**src/rtl/wishbone_master_param.sv**
```systemverilog
// Single-outstanding Wishbone master bridging a stalling core port to NUM_SLV
// slave channels selected by an address field, with per-access timeout.
module wishbone_master_param #(
  parameter int NUM_SLV     = 3,
  parameter int SEL_LSB     = 16,
  parameter int SEL_W       = 2,
  parameter int ADR_W       = 8,
  parameter int TIMEOUT_CYC = 255
) (
  input  logic                   clk_i,
  input  logic                   rst_ni,
  input  logic [31:0]            vy_adres_i,
  input  logic [31:0]            vy_veri_i,
  input  logic [3:0]             vy_veri_maske_i,
  input  logic                   vy_sec_i,
  output logic [31:0]            vy_veri_o,
  output logic                   vy_durdur_o,
  output logic                   vy_hata_o,
  output logic [ADR_W-1:0]       adr_o,
  output logic [31:0]            dat_o,
  output logic                   we_o,
  output logic [3:0]             sel_o,
  output logic                   stb_o,
  output logic [NUM_SLV-1:0]     cyc_o,
  input  logic [NUM_SLV-1:0]     ack_i,
  input  logic [NUM_SLV-1:0]     err_i,
  input  logic [32*NUM_SLV-1:0]  dat_i
);

  typedef enum logic [1:0] {
    IDLE = 2'd0,
    BUS  = 2'd1,
    RESP = 2'd2
  } state_t;

  localparam int CNT_W = (TIMEOUT_CYC > 1) ? $clog2(TIMEOUT_CYC) : 1;
  localparam logic [CNT_W-1:0] TO_LAST = CNT_W'((TIMEOUT_CYC > 0) ? TIMEOUT_CYC - 1 : 0);
  localparam logic [SEL_W:0] NUM_SLV_W = (SEL_W + 1)'(NUM_SLV);

  function automatic logic [NUM_SLV-1:0] onehot(input logic [SEL_W-1:0] idx);
    logic [NUM_SLV-1:0] v;
    for (int k = 0; k < NUM_SLV; k++) begin
      v[k] = (idx == SEL_W'(k));
    end
    return v;
  endfunction

  state_t             state_r;
  state_t             state_nxt_s;
  logic [SEL_W-1:0]   idx_r;
  logic [SEL_W-1:0]   idx_nxt_s;
  logic [SEL_W-1:0]   idx_req_s;
  logic [CNT_W-1:0]   cnt_r;
  logic               mapped_s;
  logic [NUM_SLV-1:0] sel_oh_s;
  logic               ack_sel_s;
  logic               err_sel_s;
  logic [31:0]        rdat_sel_s;
  logic               timeout_s;
  logic               done_s;
  logic               fail_s;
  logic               unused_s;

  assign idx_req_s = vy_adres_i[SEL_LSB+SEL_W-1:SEL_LSB];
  assign mapped_s  = ({1'b0, idx_req_s} < NUM_SLV_W);
  assign sel_oh_s  = onehot(idx_r);
  assign ack_sel_s = |(ack_i & sel_oh_s);
  assign err_sel_s = |(err_i & sel_oh_s);
  assign timeout_s = (TIMEOUT_CYC != 0) && (cnt_r == TO_LAST);
  assign unused_s  = ^vy_adres_i;

  // AND-OR read-data mux over the selected slave slice
  always_comb begin
    rdat_sel_s = 32'd0;
    for (int k = 0; k < NUM_SLV; k++) begin
      rdat_sel_s = rdat_sel_s | (dat_i[32*k +: 32] & {32{sel_oh_s[k]}});
    end
  end

  // Next-state, completion decode and core stall
  always_comb begin
    state_nxt_s = state_r;
    idx_nxt_s   = idx_r;
    done_s      = 1'b0;
    fail_s      = 1'b0;
    vy_durdur_o = 1'b0;
    case (state_r)
      IDLE: begin
        if (vy_sec_i) begin
          vy_durdur_o = 1'b1;
          idx_nxt_s   = idx_req_s;
          if (mapped_s) begin
            state_nxt_s = BUS;
          end else begin
            state_nxt_s = RESP;
            done_s      = 1'b1;
            fail_s      = 1'b1;
          end
        end else begin
          state_nxt_s = IDLE;
        end
      end
      BUS: begin
        vy_durdur_o = 1'b1;
        // error takes precedence over a simultaneous ack
        if (err_sel_s) begin
          state_nxt_s = RESP;
          done_s      = 1'b1;
          fail_s      = 1'b1;
        end else if (ack_sel_s) begin
          state_nxt_s = RESP;
          done_s      = 1'b1;
        end else if (timeout_s) begin
          state_nxt_s = RESP;
          done_s      = 1'b1;
          fail_s      = 1'b1;
        end else begin
          state_nxt_s = BUS;
        end
      end
      RESP: begin
        state_nxt_s = IDLE;
      end
      default: begin
        state_nxt_s = IDLE;
      end
    endcase
  end

  // State register
  always_ff @(posedge clk_i or negedge rst_ni) begin
    if (!rst_ni) begin
      state_r <= IDLE;
    end else begin
      state_r <= state_nxt_s;
    end
  end

  // Request capture; only updated in IDLE so the bus fields stay stable in BUS
  always_ff @(posedge clk_i or negedge rst_ni) begin
    if (!rst_ni) begin
      adr_o <= {ADR_W{1'b0}};
      dat_o <= 32'd0;
      sel_o <= 4'd0;
      we_o  <= 1'b0;
      idx_r <= {SEL_W{1'b0}};
    end else if (state_r == IDLE && vy_sec_i) begin
      adr_o <= vy_adres_i[ADR_W-1:0];
      dat_o <= vy_veri_i;
      sel_o <= vy_veri_maske_i;
      we_o  <= |vy_veri_maske_i;
      idx_r <= idx_req_s;
    end
  end

  // Registered cycle/strobe, asserted for exactly the cycles spent in BUS
  always_ff @(posedge clk_i or negedge rst_ni) begin
    if (!rst_ni) begin
      cyc_o <= {NUM_SLV{1'b0}};
      stb_o <= 1'b0;
    end else if (state_nxt_s == BUS) begin
      cyc_o <= onehot(idx_nxt_s);
      stb_o <= 1'b1;
    end else begin
      cyc_o <= {NUM_SLV{1'b0}};
      stb_o <= 1'b0;
    end
  end

  // Timeout counter: zero outside BUS, counts BUS cycles
  always_ff @(posedge clk_i or negedge rst_ni) begin
    if (!rst_ni) begin
      cnt_r <= {CNT_W{1'b0}};
    end else if (state_r == BUS && TIMEOUT_CYC != 0) begin
      cnt_r <= cnt_r + {{(CNT_W-1){1'b0}}, 1'b1};
    end else begin
      cnt_r <= {CNT_W{1'b0}};
    end
  end

  // Completion result, held until the next completion
  always_ff @(posedge clk_i or negedge rst_ni) begin
    if (!rst_ni) begin
      vy_veri_o <= 32'd0;
      vy_hata_o <= 1'b0;
    end else if (done_s) begin
      vy_hata_o <= fail_s;
      vy_veri_o <= fail_s ? 32'd0 : rdat_sel_s;
    end
  end

endmodule

```
**config.mk**
```make
export PLATFORM = sky130hd
export DESIGN_NAME = wishbone_master_param
export DESIGN_NICKNAME = d
export VERILOG_FILES = /design/src/rtl/wishbone_master_param.sv
export SDC_FILE = /design/constraint.sdc
export NUM_CORES = 1
export LEC_CHECK = 0
export BUFFER_PORTS_ARGS = -buffer_cell sky130_fd_sc_hd__buf_2
export CAP_MARGIN = 40
export CORE_MARGIN = 3
export CORE_UTILIZATION = 45
export CTS_BUF_LIST = sky130_fd_sc_hd__clkbuf_16
export CTS_CLUSTER_SIZE = 10
export DETAILED_ROUTE_END_ITERATION = 7
export PLACE_DENSITY = 0.81
export RECOVER_POWER = 100
export SYNTH_ARGS = -nofsm -noshare
export SYNTH_HDL_FRONTEND = slang
export SYNTH_SLANG_ARGS = --single-unit
```
**constraint.sdc**
```tcl
create_clock -name clk_i -period 4.82 [get_ports clk_i]
set_clock_uncertainty 0.15 [all_clocks]
set_input_delay 0.723 -clock clk_i [delete_from_list [all_inputs] [get_ports clk_i]]
set_output_delay 0.723 -clock clk_i [all_outputs]
set_load 0.01 [all_outputs]
```
==> results.py <==
metrics = {
    "timing": {
        "setup_viol": 0,
        "relSlewSlack_pct": -85.5,
        "setup_tns_ps": 0,
        "layout_min_cycle_time_ps": 3510,
        "period_share_pct": 72.8,
        "max_freq_mhz": 285,
        "final.setup.worst_slack_ps": 1310,
        "worst_pin_slew_ps": 2780,
        "rsz0062_at_grt": "false",
        "hold_viol_final": 0,
        "final_max_slew_viol_count": 105,
        "whs_ps": 358,
    },
    "hold_path": {
        "hp-class": "register to register",
        "worst_hold_path.num_cells": 1,
    },
    "setup_path": {
        "cp_top_family": "buffers and inverters",
        "start_kind": "primary input",
        "crit_path_max_incr_delay_ps": 1810,
        "crit_buf_inv": 2,
        "reg2reg_depth": 4,
        "path_cells": "buf_2, nor3b_4, clkbuf_1, nand2_1, a211oi_1",
        "worstSetupPathDepth": 5,
        "crit_slowest_cell": "clkbuf_1",
        "required_ps": 4900,
        "crit_type": "primary input to register",
        "endpoint_kind": "register",
        "critPathMaxFanout": 49,
        "cp.arrival_ps": 3590,
    },
    "clock_network": {
        "cts_buffer_depth": 2,
        "clk_pin_slew_ps": 70,
        "cts_setup_buffers": 0,
        "ctsResizeCount": 0,
        "cts_tree": "yes",
        "clkSinkCount": 94,
        "holdBufCountCts": 0,
        "root_buffer": "clkbuf_16",
        "htree_levels": 3,
        "clock_latency_ps": 330,
        "cts_buffers": 9,
    },
    "synth": {
        "synth_compound_area_share_pct": 16.3,
        "synth_top_family_by_area": "multiplexers",
        "synthCells": 384,
        "synthAdderAreaFrac_pct": 0.537,
        "ys_seq_elements": 94,
        "synthMuxAreaShare_pct": 18.4,
        "seq_area_frac_synth_pct": 50.5,
        "synthXorXnorAreaFrac_pct": 1.13,
        "synth_fp_nets": 559,
        "ys_warn_count": 0,
        "syn_area_sq_um": 4660,
        "synth-simple-area-share_pct": 6.44,
        "syn_avg_cell_area_sq_um": 12.1,
        "ys_types": 32,
    },
    "place": {
        "place_ws_ps": 1960,
        "place_hpwl_um": 9080,
        "io_buffers": 233,
        "finalWeightedCongestion": 0.735,
    },
    "routing": {
        "drt_first_pass_iters": 4,
        "drc": 0,
        "ant_nets": 0,
        "via_per_inst": 5.04,
        "routedWlPerCell_um": 16.3,
        "vias": 3756,
        "routed_wl_um": 12100,
        "initialDrtViolationCount": 126,
    },
    "finish": {
        "syn2layout_area_growth_pct": 26.7,
        "layout-drive-gt1-share_pct": 36.9,
        "diodes": 0,
        "nets": 782,
    },
    "power": {
        "ir_drop_mv": 0.268,
        "p_leak_nw": 2.77,
        "p_per_area_nw_per_um2": 606,
    },
    "status": {
        "violations": "capacitance limit, slew limit",
        "status": "complete, but fails checks",
    },
    "floorplanning": {
        "die_area_sq_um": 11600,
        "core_sq_um": 9910,
        "start_util_pct": 47.0,
        "die_y_um": 108,
        "pin_count": 256,
        "rows": 36,
        "fp.dieW_um": 108,
    },
    "global_routing": {
        "grt_pass1_wl_um": 18500,
        "grt_pass1_vias": 3767,
        "grt_start_max_net_pins": 55,
        "antenna_found_initial": 1,
        "grt_util_all_layers_pct": 20.3,
        "grt-ovfl-total": 0,
    },
    "job": {
        "cap_violations": 2,
    },
}
worst reg2reg max path, delay by kind of cell (launching register included):
kind | cells | cell delay (ps)
buffers and inverters | 1 | 1810
AOI/OAI and AO/OA | 1 | 340
and+or+nand+nor | 2 | 660
DFF | 1 | 440
metal layers:
metal	vias to the layer above	share of wire (%)	GRT usage, %
met3	14	7.1	4.32
met2	162	50	36.3
li1	1803	-	-
met4	2	1.3	5.77
met5	-	0.17	0
met1	1775	42	24.4
logic make-up (layout without fill, tap and decap cells):
group,after synthesis,count (layout)
DFF,94,94
muxes,80,80
AOI/OAI and AO/OA,73,73
and+or+nand+nor,67,67
buffers and inverters,62,290
xor gates and xnor gates,6,6
adders and majority gates,2,2
placed cells by master, fill, tap and decap left out, types with 2 or more instances in the layout:
master,Yosys,routed
a21oi_1,35,35
buf_12,0,2
buf_2,10,149
buf_4,4,5
clkbuf_1,5,85
clkbuf_16,0,9
dfrtp_1,94,94
ha_1,2,2
inv_1,33,33
inv_6,0,2
mux2_1,0,2
mux2_2,46,44
mux2i_1,34,34
nand2_1,6,6
nand2b_1,4,4
nand3_1,4,4
nand4_1,2,2
nor2_1,43,43
o32ai_1,2,27
o32ai_2,30,5
xor2_1,5,5
power breakdown:
group	internal (mW)	switching [mW]
Combinational	0.701	0.853
Sequential	1.10	0.212
Clock	0.409	0.309
flip-flops by register name, indices dropped and copies added (netlist names), 2 cells and up:
register   count
adr_o          8
cnt_r          8
cyc_o          3
dat_o         32
idx_r          2
sel_o          4
state_r        2
vy_veri_o     32
synth_stat cells, drive strengths merged:
| master | n | area, sq um |
|---|---|---|
| buf | 23 | 166 |
| or2 | 1 | 6.26 |
| inv | 33 | 124 |
| o32ai | 32 | 505 |
| xor2 | 5 | 43.8 |
| a2bb2oi | 2 | 30.0 |
| nand2b | 4 | 25.0 |
| nand4 | 2 | 12.5 |
| dfrtp | 94 | 2350 |
| nor2 | 43 | 161 |
| mux2i | 34 | 340 |
| o221a | 1 | 11.3 |
| a31oi | 1 | 21.3 |
| o31a | 1 | 8.76 |
| mux2 | 46 | 518 |
| and4 | 1 | 8.76 |
| xnor2 | 1 | 8.76 |
| nor3b | 1 | 12.5 |
| and3 | 1 | 6.26 |
| nor2b | 3 | 18.8 |
| nand3 | 4 | 20.0 |
| a21oi | 35 | 175 |
| clkbuf | 6 | 23.8 |
| nand2 | 6 | 22.5 |
| a211oi | 1 | 7.51 |
| nor4 | 1 | 6.26 |
| ha | 2 | 25.0 |
final cells by class:
class / count / area (sq um)
Tap cell: 133 / 166
Sequential cell: 94 / 2350
Fill cell: 911 / 4000
Multi-Input combinational cell: 228 / 1820
Clock buffer: 9 / 225
Timing Repair Buffer: 241 / 1140
Inverter: 33 / 124
Clock inverter: 7 / 80.1
metrics by stage:
| stage | total power, mW | area (sq um) | cells | util (%) |
|---|---|---|---|---|
| global placement | 2.99 | 5870 | 727 | 59.3 |
| detailed placement | 3.07 | 5910 | 729 | 59.7 |
| floorplan | 2.51 | 4660 | 384 | - |
| finish | 3.58 | 5910 | 745 | 59.6 |
| global route | 3.83 | 5910 | 745 | 59.6 |
| CTS | 3.80 | 6220 | 745 | 62.7 |
path summary, 6_finish.rpt:
path                                 start         to  slack [ps]
worst max-delay path              vy_sec_i   cyc_o[0]        1310
worst min-delay path              sel_o[0]   sel_o[0]         360
worst max register to register  state_r[0]   cyc_o[0]        1320
worst min register to register    sel_o[0]   sel_o[0]         360
max in group asynchronous           rst_ni  dat_o[13]        1690
min in group asynchronous           rst_ni   adr_o[0]        1130
Note: power is estimated with default switching activity, not from simulation.
